==> src/rtl/control_seq_pkg.sv <==
// Shared definitions for the control sequencer: opcodes, T-state encoding,
// one-hot ring bit positions and control-word bit positions.
package control_seq_pkg;

  // Instruction opcodes
  localparam logic [3:0] OP_LDA = 4'h0;
  localparam logic [3:0] OP_ADD = 4'h1;
  localparam logic [3:0] OP_SUB = 4'h2;
  localparam logic [3:0] OP_OUT = 4'hE;
  localparam logic [3:0] OP_HLT = 4'hF;

  // T-state index as presented on the tstate output
  typedef enum logic [2:0] {
    T1 = 3'd1,
    T2 = 3'd2,
    T3 = 3'd3,
    T4 = 3'd4,
    T5 = 3'd5,
    T6 = 3'd6
  } tstate_e;

  // Bit positions of each T-state in the one-hot ring
  localparam int RING_W  = 6;
  localparam int T1_BIT  = 0;
  localparam int T2_BIT  = 1;
  localparam int T3_BIT  = 2;
  localparam int T4_BIT  = 3;
  localparam int T5_BIT  = 4;
  localparam int T6_BIT  = 5;
  localparam logic [RING_W-1:0] RING_RESET = 6'b000001;

  // Control-word bit positions
  localparam int CW_W        = 12;
  localparam int CW_PC_INC   = 11;
  localparam int CW_PC_EN    = 10;
  localparam int CW_MAR_LOAD = 9;
  localparam int CW_RAM_EN   = 8;
  localparam int CW_IR_LOAD  = 7;
  localparam int CW_IR_EN    = 6;
  localparam int CW_A_LOAD   = 5;
  localparam int CW_A_EN     = 4;
  localparam int CW_B_LOAD   = 3;
  localparam int CW_ALU_SUB  = 2;
  localparam int CW_ALU_EN   = 1;
  localparam int CW_OUT_LOAD = 0;

  // Convert the one-hot ring to its 1-based T-state index
  function automatic tstate_e ring_to_tstate(input logic [RING_W-1:0] ring);
    tstate_e t;
    t = T1;
    for (int i = 0; i < RING_W; i++) begin
      if (ring[i]) t = tstate_e'(3'(i + 1));
    end
    return t;
  endfunction

  // True for every opcode the sequencer decodes
  function automatic logic is_defined_op(input logic [3:0] op);
    return (op == OP_LDA) || (op == OP_ADD) || (op == OP_SUB) ||
           (op == OP_OUT) || (op == OP_HLT);
  endfunction

endpackage

==> src/rtl/control_seq_ring_counter.sv <==
// Six-bit one-hot T-state ring. Resets to T1, freezes while hold is high,
// and jumps back to T1 when restart is high (early instruction end).
module ring_counter
  import control_seq_pkg::*;
(
  input  logic              clk,
  input  logic              rst,
  input  logic              hold,
  input  logic              restart,
  output logic [RING_W-1:0] ring_q
);

  logic [RING_W-1:0] ring_d;

  // Next ring value: hold, restart at T1, or rotate one position
  always_comb begin
    // NOTE: give every always_comb output a default first so no path can infer a latch.
    ring_d = ring_q;
    if (!hold) begin
      if (restart) ring_d = RING_RESET;
      else         ring_d = {ring_q[RING_W-2:0], ring_q[RING_W-1]};
    end
  end

  // Ring register with asynchronous reset to T1
  always_ff @(posedge clk or posedge rst) begin
    // NOTE: sequential state uses non-blocking assignment so all flops update together.
    if (rst) ring_q <= RING_RESET;
    else     ring_q <= ring_d;
  end

endmodule

==> src/rtl/control_seq.sv <==
// Microcode-free control sequencer for a simple 8-bit accumulator CPU.
// Control lines are a combinational decode of the registered T-state and
// the opcode. Optional build macro SEQ_EARLY_END_EN shortens LDA, OUT and
// undefined-as-NOP instructions by returning to T1 after their last
// active T-state.
module control_seq
  import control_seq_pkg::*;
#(
  parameter int ILLEGAL_HALT = 0
) (
  input  logic       clk,
  input  logic       rst,
  input  logic [3:0] opcode,
  output logic       pc_inc,
  output logic       pc_en,
  output logic       mar_load,
  output logic       ram_en,
  output logic       ir_load,
  output logic       ir_en,
  output logic       a_load,
  output logic       a_en,
  output logic       b_load,
  output logic       alu_sub,
  output logic       alu_en,
  output logic       out_load,
  output logic [2:0] tstate,
  output logic       halted
);

  logic [RING_W-1:0] ring_q;
  logic              halted_q;
  logic              halted_d;
  logic              halt_op;
  logic              halt_now;
  logic              restart;
  logic [CW_W-1:0]   cw;

  // Opcodes that stop the sequencer: HLT, plus undefined ones when configured
  assign halt_op  = (opcode == OP_HLT) ||
                    ((ILLEGAL_HALT != 0) && !is_defined_op(opcode));
  assign halt_now = ring_q[T4_BIT] && halt_op;

  ring_counter u_ring (
    .clk     (clk),
    .rst     (rst),
    .hold    (halted_q | halt_now),
    .restart (restart),
    .ring_q  (ring_q)
  );

`ifdef SEQ_EARLY_END_EN
  logic nop_op;
  assign nop_op = (ILLEGAL_HALT == 0) && !is_defined_op(opcode);

  // Return to T1 after the last T-state that does useful work
  always_comb begin
    restart = 1'b0;
    if (ring_q[T4_BIT] && ((opcode == OP_OUT) || nop_op)) restart = 1'b1;
    if (ring_q[T5_BIT] && (opcode == OP_LDA))             restart = 1'b1;
  end
`else
  // Fixed six-clock instruction cycle: the ring wraps on its own
  assign restart = 1'b0;
`endif

  // Sticky halt flag: set at the end of T4 of a halting opcode
  always_comb begin
    halted_d = halted_q | halt_now;
  end

  // Halt register, cleared only by reset
  always_ff @(posedge clk or posedge rst) begin
    if (rst) halted_q <= 1'b0;
    else     halted_q <= halted_d;
  end

  // Control-word decode from T-state and opcode; all lines low while halted
  always_comb begin
    cw = '0;
    if (!halted_q) begin
      if (ring_q[T1_BIT]) begin
        cw[CW_PC_EN]    = 1'b1;
        cw[CW_MAR_LOAD] = 1'b1;
      end
      if (ring_q[T2_BIT]) cw[CW_PC_INC] = 1'b1;
      if (ring_q[T3_BIT]) begin
        cw[CW_RAM_EN]  = 1'b1;
        cw[CW_IR_LOAD] = 1'b1;
      end
      if (ring_q[T4_BIT]) begin
        case (opcode)
          OP_LDA, OP_ADD, OP_SUB: begin
            cw[CW_IR_EN]    = 1'b1;
            cw[CW_MAR_LOAD] = 1'b1;
          end
          OP_OUT: begin
            cw[CW_A_EN]     = 1'b1;
            cw[CW_OUT_LOAD] = 1'b1;
          end
          default: ;
        endcase
      end
      if (ring_q[T5_BIT]) begin
        case (opcode)
          OP_LDA: begin
            cw[CW_RAM_EN] = 1'b1;
            cw[CW_A_LOAD] = 1'b1;
          end
          OP_ADD, OP_SUB: begin
            cw[CW_RAM_EN]  = 1'b1;
            cw[CW_B_LOAD]  = 1'b1;
            cw[CW_ALU_SUB] = (opcode == OP_SUB);
          end
          default: ;
        endcase
      end
      if (ring_q[T6_BIT]) begin
        case (opcode)
          OP_ADD, OP_SUB: begin
            cw[CW_ALU_EN]  = 1'b1;
            cw[CW_A_LOAD]  = 1'b1;
            cw[CW_ALU_SUB] = (opcode == OP_SUB);
          end
          default: ;
        endcase
      end
    end
  end

  assign pc_inc   = cw[CW_PC_INC];
  assign pc_en    = cw[CW_PC_EN];
  assign mar_load = cw[CW_MAR_LOAD];
  assign ram_en   = cw[CW_RAM_EN];
  assign ir_load  = cw[CW_IR_LOAD];
  assign ir_en    = cw[CW_IR_EN];
  assign a_load   = cw[CW_A_LOAD];
  assign a_en     = cw[CW_A_EN];
  assign b_load   = cw[CW_B_LOAD];
  assign alu_sub  = cw[CW_ALU_SUB];
  assign alu_en   = cw[CW_ALU_EN];
  assign out_load = cw[CW_OUT_LOAD];

  assign tstate = ring_to_tstate(ring_q);
  assign halted = halted_q;

endmodule

==> config.mk <==
export PLATFORM = sky130hd
export DESIGN_NAME = control_seq
export DESIGN_NICKNAME = d
export VERILOG_FILES = /design/src/rtl/control_seq_pkg.sv /design/src/rtl/control_seq_ring_counter.sv /design/src/rtl/control_seq.sv
export SDC_FILE = /design/constraint.sdc
export NUM_CORES = 1
export LEC_CHECK = 0
export ABC_AREA = 1
export CAP_MARGIN = 20
export CORE_AREA = 4 4 41 43
export DETAILED_ROUTE_END_ITERATION = 16
export DIE_AREA = 0 0 45 47
export PLACE_DENSITY_LB_ADDON = 0.08
export SYNTH_ARGS = -nofsm -noshare
export SYNTH_HDL_FRONTEND = slang
export SYNTH_SLANG_ARGS = --single-unit
==> constraint.sdc <==
create_clock -name clk -period 1.7 [get_ports clk]
set_input_delay 0.34 -clock clk [delete_from_list [all_inputs] [get_ports clk]]
set_output_delay 0.34 -clock clk [all_outputs]
set_load 0.005 [all_outputs]
# == Word-level counts from Yosys, hierarchy flattened ==
# Index checks and enable logic that the tools add are counted.
# totals
out_inout_bits,16
inputBits,6
wordCells,36
ff_bits,7
# classes
muxes,25
bitwise,1
eq_ne,4
reduce_logical,4
# op_table
cell,n
2-bit 2-to-1 mux,7
1-bit 2-to-1 mux,13
12-bit 2-to-1 mux,1
3-bit 2-to-1 mux,4
"4-bit == test, second input constant",2
"4-bit by 1-bit == test with 1-bit output, second input constant",1
"4-bit by 2-bit == test with 1-bit output, second input constant",1
4-bit logical NOT,1
3-bit OR reduction,1
2-bit OR reduction,1
1-bit logical AND,1
1-bit bitwise OR,1

# == Depth between registers and ports, before layout ==
# Gate-level depths: netlist (run 1).
# depth
ltp_word,7
mapped_depth,6
ltp_nobuf,6

# == Cells and area by module ==
# Synthesis (run 1) repeated with hierarchy kept, for this count alone.
# unflattened
hier_cells,75
area_unflattened_um2,466.7
# modules_own_cells
module,cells_each,n_inst,seq_area_each_um2,area_per_inst_um2
ring_counter,28,1,151.4,239.0
control_seq,47,1,25.0,227.7

# == Worst setup path before layout (run 1) ==
# Ideal clock, no wire load.
# synth_timing
kind,flip-flop to output port
from,"register halted_q, in the netlist halted"
to,output port out_load
required_ps,1360
stages_incl_launch_ff,5
path_buffers,1
setup_slack_ps,202
arrival_ps,1158
cell_sequence,dfrtp_1 > inv_8 > nand2_1 > nor4_1 > buf_4
# synth_via
elab_chain_len,1
# synth_lines
element,line_no,rtl
"start, declared",control_seq.sv:31,logic halted_q;
"start signal, assigned",control_seq.sv:74,else halted_q <= halted_d;
12-bit 2-to-1 mux,control_seq.sv:80,if (!halted_q) begin
"end, declared",control_seq.sv:25,"output logic out_load,"
# Every way passes these cells.

# == Worst setup path after layout (run 1) ==
# layout_timing
from,"register halted_q, in the netlist halted"
to,output port ram_en
# layout_via
elab_chain_len,1
# layout_lines
element,line_no,rtl
12-bit 2-to-1 mux,control_seq.sv:80,
"end, declared",control_seq.sv:17,"output logic ram_en,"
# Every way passes these cells.

==> flow_summary.ini, run 1 <==
[global_route]
grt_pass1_wl_mm = 2.15
grt-ovfl-total = 0
grt_use_total_pct = 13.9
antenna_found_initial = 0
first_global_vias = 535
grt_max_degree = 8

[placed_design]
gp_congestion = 0.807
dp.cells = 113
io_buffers = 21
dp_slack_ns = -0.448
dp_hpwl_mm = 1.02

[power]
combPwrFrac_pct = 11.3
p_switching_w = 0.0000830
powerDensity_nw_per_um2 = 407
leakage_nw = 0.460
seqPwrFrac_pct = 47.2
internal-power_w = 0.000270
vdd_drop_max_v = 0.000446
power_frac_clock_pct = 41.5
p_sw_share_pct = 23.5
power_w = 0.000353

[timing]
finalCriticalPeriod_ns = 1.66
min_period_over_period_pct = 97.4
tightest_slew_ns = 0.274
setup_viol = 0
fmax_mhz = 604
skew_ns = 0.00693
rsz0062_at_grt = yes
relSlewSlack_pct = 81.7
timing.final.ws_setup_ns = 0.0439
slew_viol_final = 0
finalHoldViolCount = 0

[finish]
diodes = 0
nets = 117
layoutNonFillerInstCount = 125
final_common_cell = buf_4
syn2layout_area_growth_pct = 85.6
nFillCells = 118
layout-drive-gt1-share_pct = 44.5
final_cell_mix = buf_4, nand2_1, dlygate4sd2_1, inv_1

[synth]
synth_top_cell_area_share_pct = 32.1
synth.largest_area_cell = dfrtp_1
ys.flop_type = dfrtp_1
ys_warn_count = 0
ys_seq_area_share_pct = 37.7
syn_avg_cell_area_um2 = 7.09
async_reset_ff_share_pct = 100
yosysUniqueCellTypes = 17
syn-cell-area_um2 = 468
ys_top_cells_by_area = dfrtp_1, nand2_1, nor2_1
synth_cells = 66
synth_nets = 72
synth-edff-count = 0
synth_seq_cells = 7

[worst_setup_path]
required_ns = 1.36
end_kind = output port
arrival_ns = 1.32
crit_path_frequent_cell = buf_6
worstSetupStartpointType = flop
cp_max_fo = 4
path_class = reg2out
crit_family = buffers and inverters
crit_buf_inv = 5
crit_chain = buf_6 -> inv_8 -> buf_6 -> nand4_1 -> buf_4 -> nand2_2 -> buf_2
crit_path_max_incr_delay_ns = 0.41
slowest_stage = dfrtp_2

[clock_network]
root_buffer = clkbuf_4
clockBufferDepth = 2
cts.sinks = 7
htree_levels = 1
numCtsBuffers = 3
cts_tree = built
clk_latency_ns = 0.25
clkSlewWorstSetupHoldPaths_ns = 0.06

[routing]
wire_per_inst_um = 11.1
dr.pass1.iters = 5
drc = 0
drt-vias-per-instance = 4.68
via_count = 585
final_antenna_net_count = 0
drt_iter0_markers = 20
drt_wl_total_mm = 1.39

[die]
dieArea_um2 = 2120
start_util_pct = 36.0
die_h_um = 47
die_width_um = 45
core_um2 = 1300
io_pins = 22
num_rows = 13

[flow_run]
drv_cap = 0

[run_status]
status = finished clean

[worst_hold_path]
min_path_type = in2async
Yosys cell counts, types with 2 or more instances:
cell type  instances
dfrtp_1            6
inv_1              8
nand2_1           18
nand3_1            5
nand4_1            2
nor2_1            12
nor4_1             2
o21ai_0            4
final cells by class:
class	count	area [µm²]	share of cell area, %
Clock buffer	3	22.5	2.59
Clock inverter	1	5.00	0.576
Inverter	9	41.3	4.76
Multi-Input combinational cell	49	288	33.1
Sequential cell	7	178	20.5
Tap cell	15	18.8	2.16
Timing Repair Buffer	41	315	36.3
final timing paths:
kind,cells past startpoint,endpoint,slack (ns),startpoint
max,7,ram_en,0.04,halted
min,2,u_ring.ring_q[1],0.32,rst
max reg2reg,7,u_ring.ring_q[3],0.57,halted
min reg2reg,2,u_ring.ring_q[0],0.49,u_ring.ring_q[0]
max in group asynchronous,2,u_ring.ring_q[0],1.11,rst
min in group clk,2,u_ring.ring_q[0],0.49,u_ring.ring_q[0]
stage by stage:
step | instance area [µm²] | TNS (ns) | util (%) | hold slack (ns)
3_5_place_dp | 779 | -3.64 | 59.9 | 0.490
3_3_place_gp | 779 | -3.64 | 59.9 | 0.469
5_1_grt | 868 | -0.0474 | 66.7 | 0.348
6_report | 868 | 0 | 66.7 | 0.322
2_1_floorplan | 468 | 0 | - | 0.143
4_1_cts | 852 | 0 | 65.5 | 0.327
per-layer routing:
layer	GRT usage, %	up-vias	part of all wire (%)
met5	0	-	0
met4	7.02	0	0.51
met3	1.92	2	9.2
met2	24.0	19	53
met1	16.8	265	38
li1	-	299	-
sequential cells by signal, indices dropped and copies added, names as in the netlist:
register and flops:
halted 1, u_ring.ring_q 6
power groups by stage:
| stage | clock [W] | combinational, W | sequential, W |
|---|---|---|---|
| 3_5_place_dp | 0 | 0.0000347 | 0.000170 |
| 2_1_floorplan | 0 | 0.0000129 | 0.000170 |
| 5_1_grt | 0.000160 | 0.0000429 | 0.000167 |
| 4_1_cts | 0.000153 | 0.0000377 | 0.000167 |
| 6_report | 0.000147 | 0.0000398 | 0.000167 |
| 3_3_place_gp | 0 | 0.0000346 | 0.000170 |
cells by family after synthesis:
logic type	synth area share (%)
compound gates	6.68
buf+inv	10.4
flops	37.7
simple gates	45.2
repair_timing:
action                                  4_1_cts  5_1_grt
resized for setup                            51       11
hold endpoints to repair                      0        0
pin swaps                                     5        4
endpoints found under the setup margin       16        8
gates cloned                                  0        0
hold buffers                                  0        0
buffers inserted                              8        1
worst register-to-register path: cells and delay by family (launching register included):
kind	cells	cell delay [ns]
buf+inv	4	0.43
simple gates	3	0.17
flops	1	0.41
Power figures use the tool's default switching activity.
==> inputs of run 2 (changes only) <==
--- a/config.mk
+++ b/config.mk
@@ -6,7 +6,7 @@
 export NUM_CORES = 1
 export LEC_CHECK = 0
 export ABC_AREA = 1
-export CAP_MARGIN = 20
+export CAP_MARGIN = 10
 export CORE_AREA = 4 4 41 43
 export DETAILED_ROUTE_END_ITERATION = 16
 export DIE_AREA = 0 0 45 47
==> results of run 2 <==
Final layout, timing and power as in run 1 (identical DEF).
==> inputs of run 3 (changes only) <==
--- a/config.mk
+++ b/config.mk
@@ -10,6 +10,7 @@
 export CORE_AREA = 4 4 41 43
 export DETAILED_ROUTE_END_ITERATION = 16
 export DIE_AREA = 0 0 45 47
+export MAX_ROUTING_LAYER = met4
 export PLACE_DENSITY_LB_ADDON = 0.08
 export SYNTH_ARGS = -nofsm -noshare
 export SYNTH_HDL_FRONTEND = slang
==> results of run 3 <==
Final layout, timing and power as in run 1 (identical DEF).
Main changes from that run: final weighted congestion in routability-driven placement 0.807 -> 0.818; overall routing resource usage 13.9% -> 14.3%
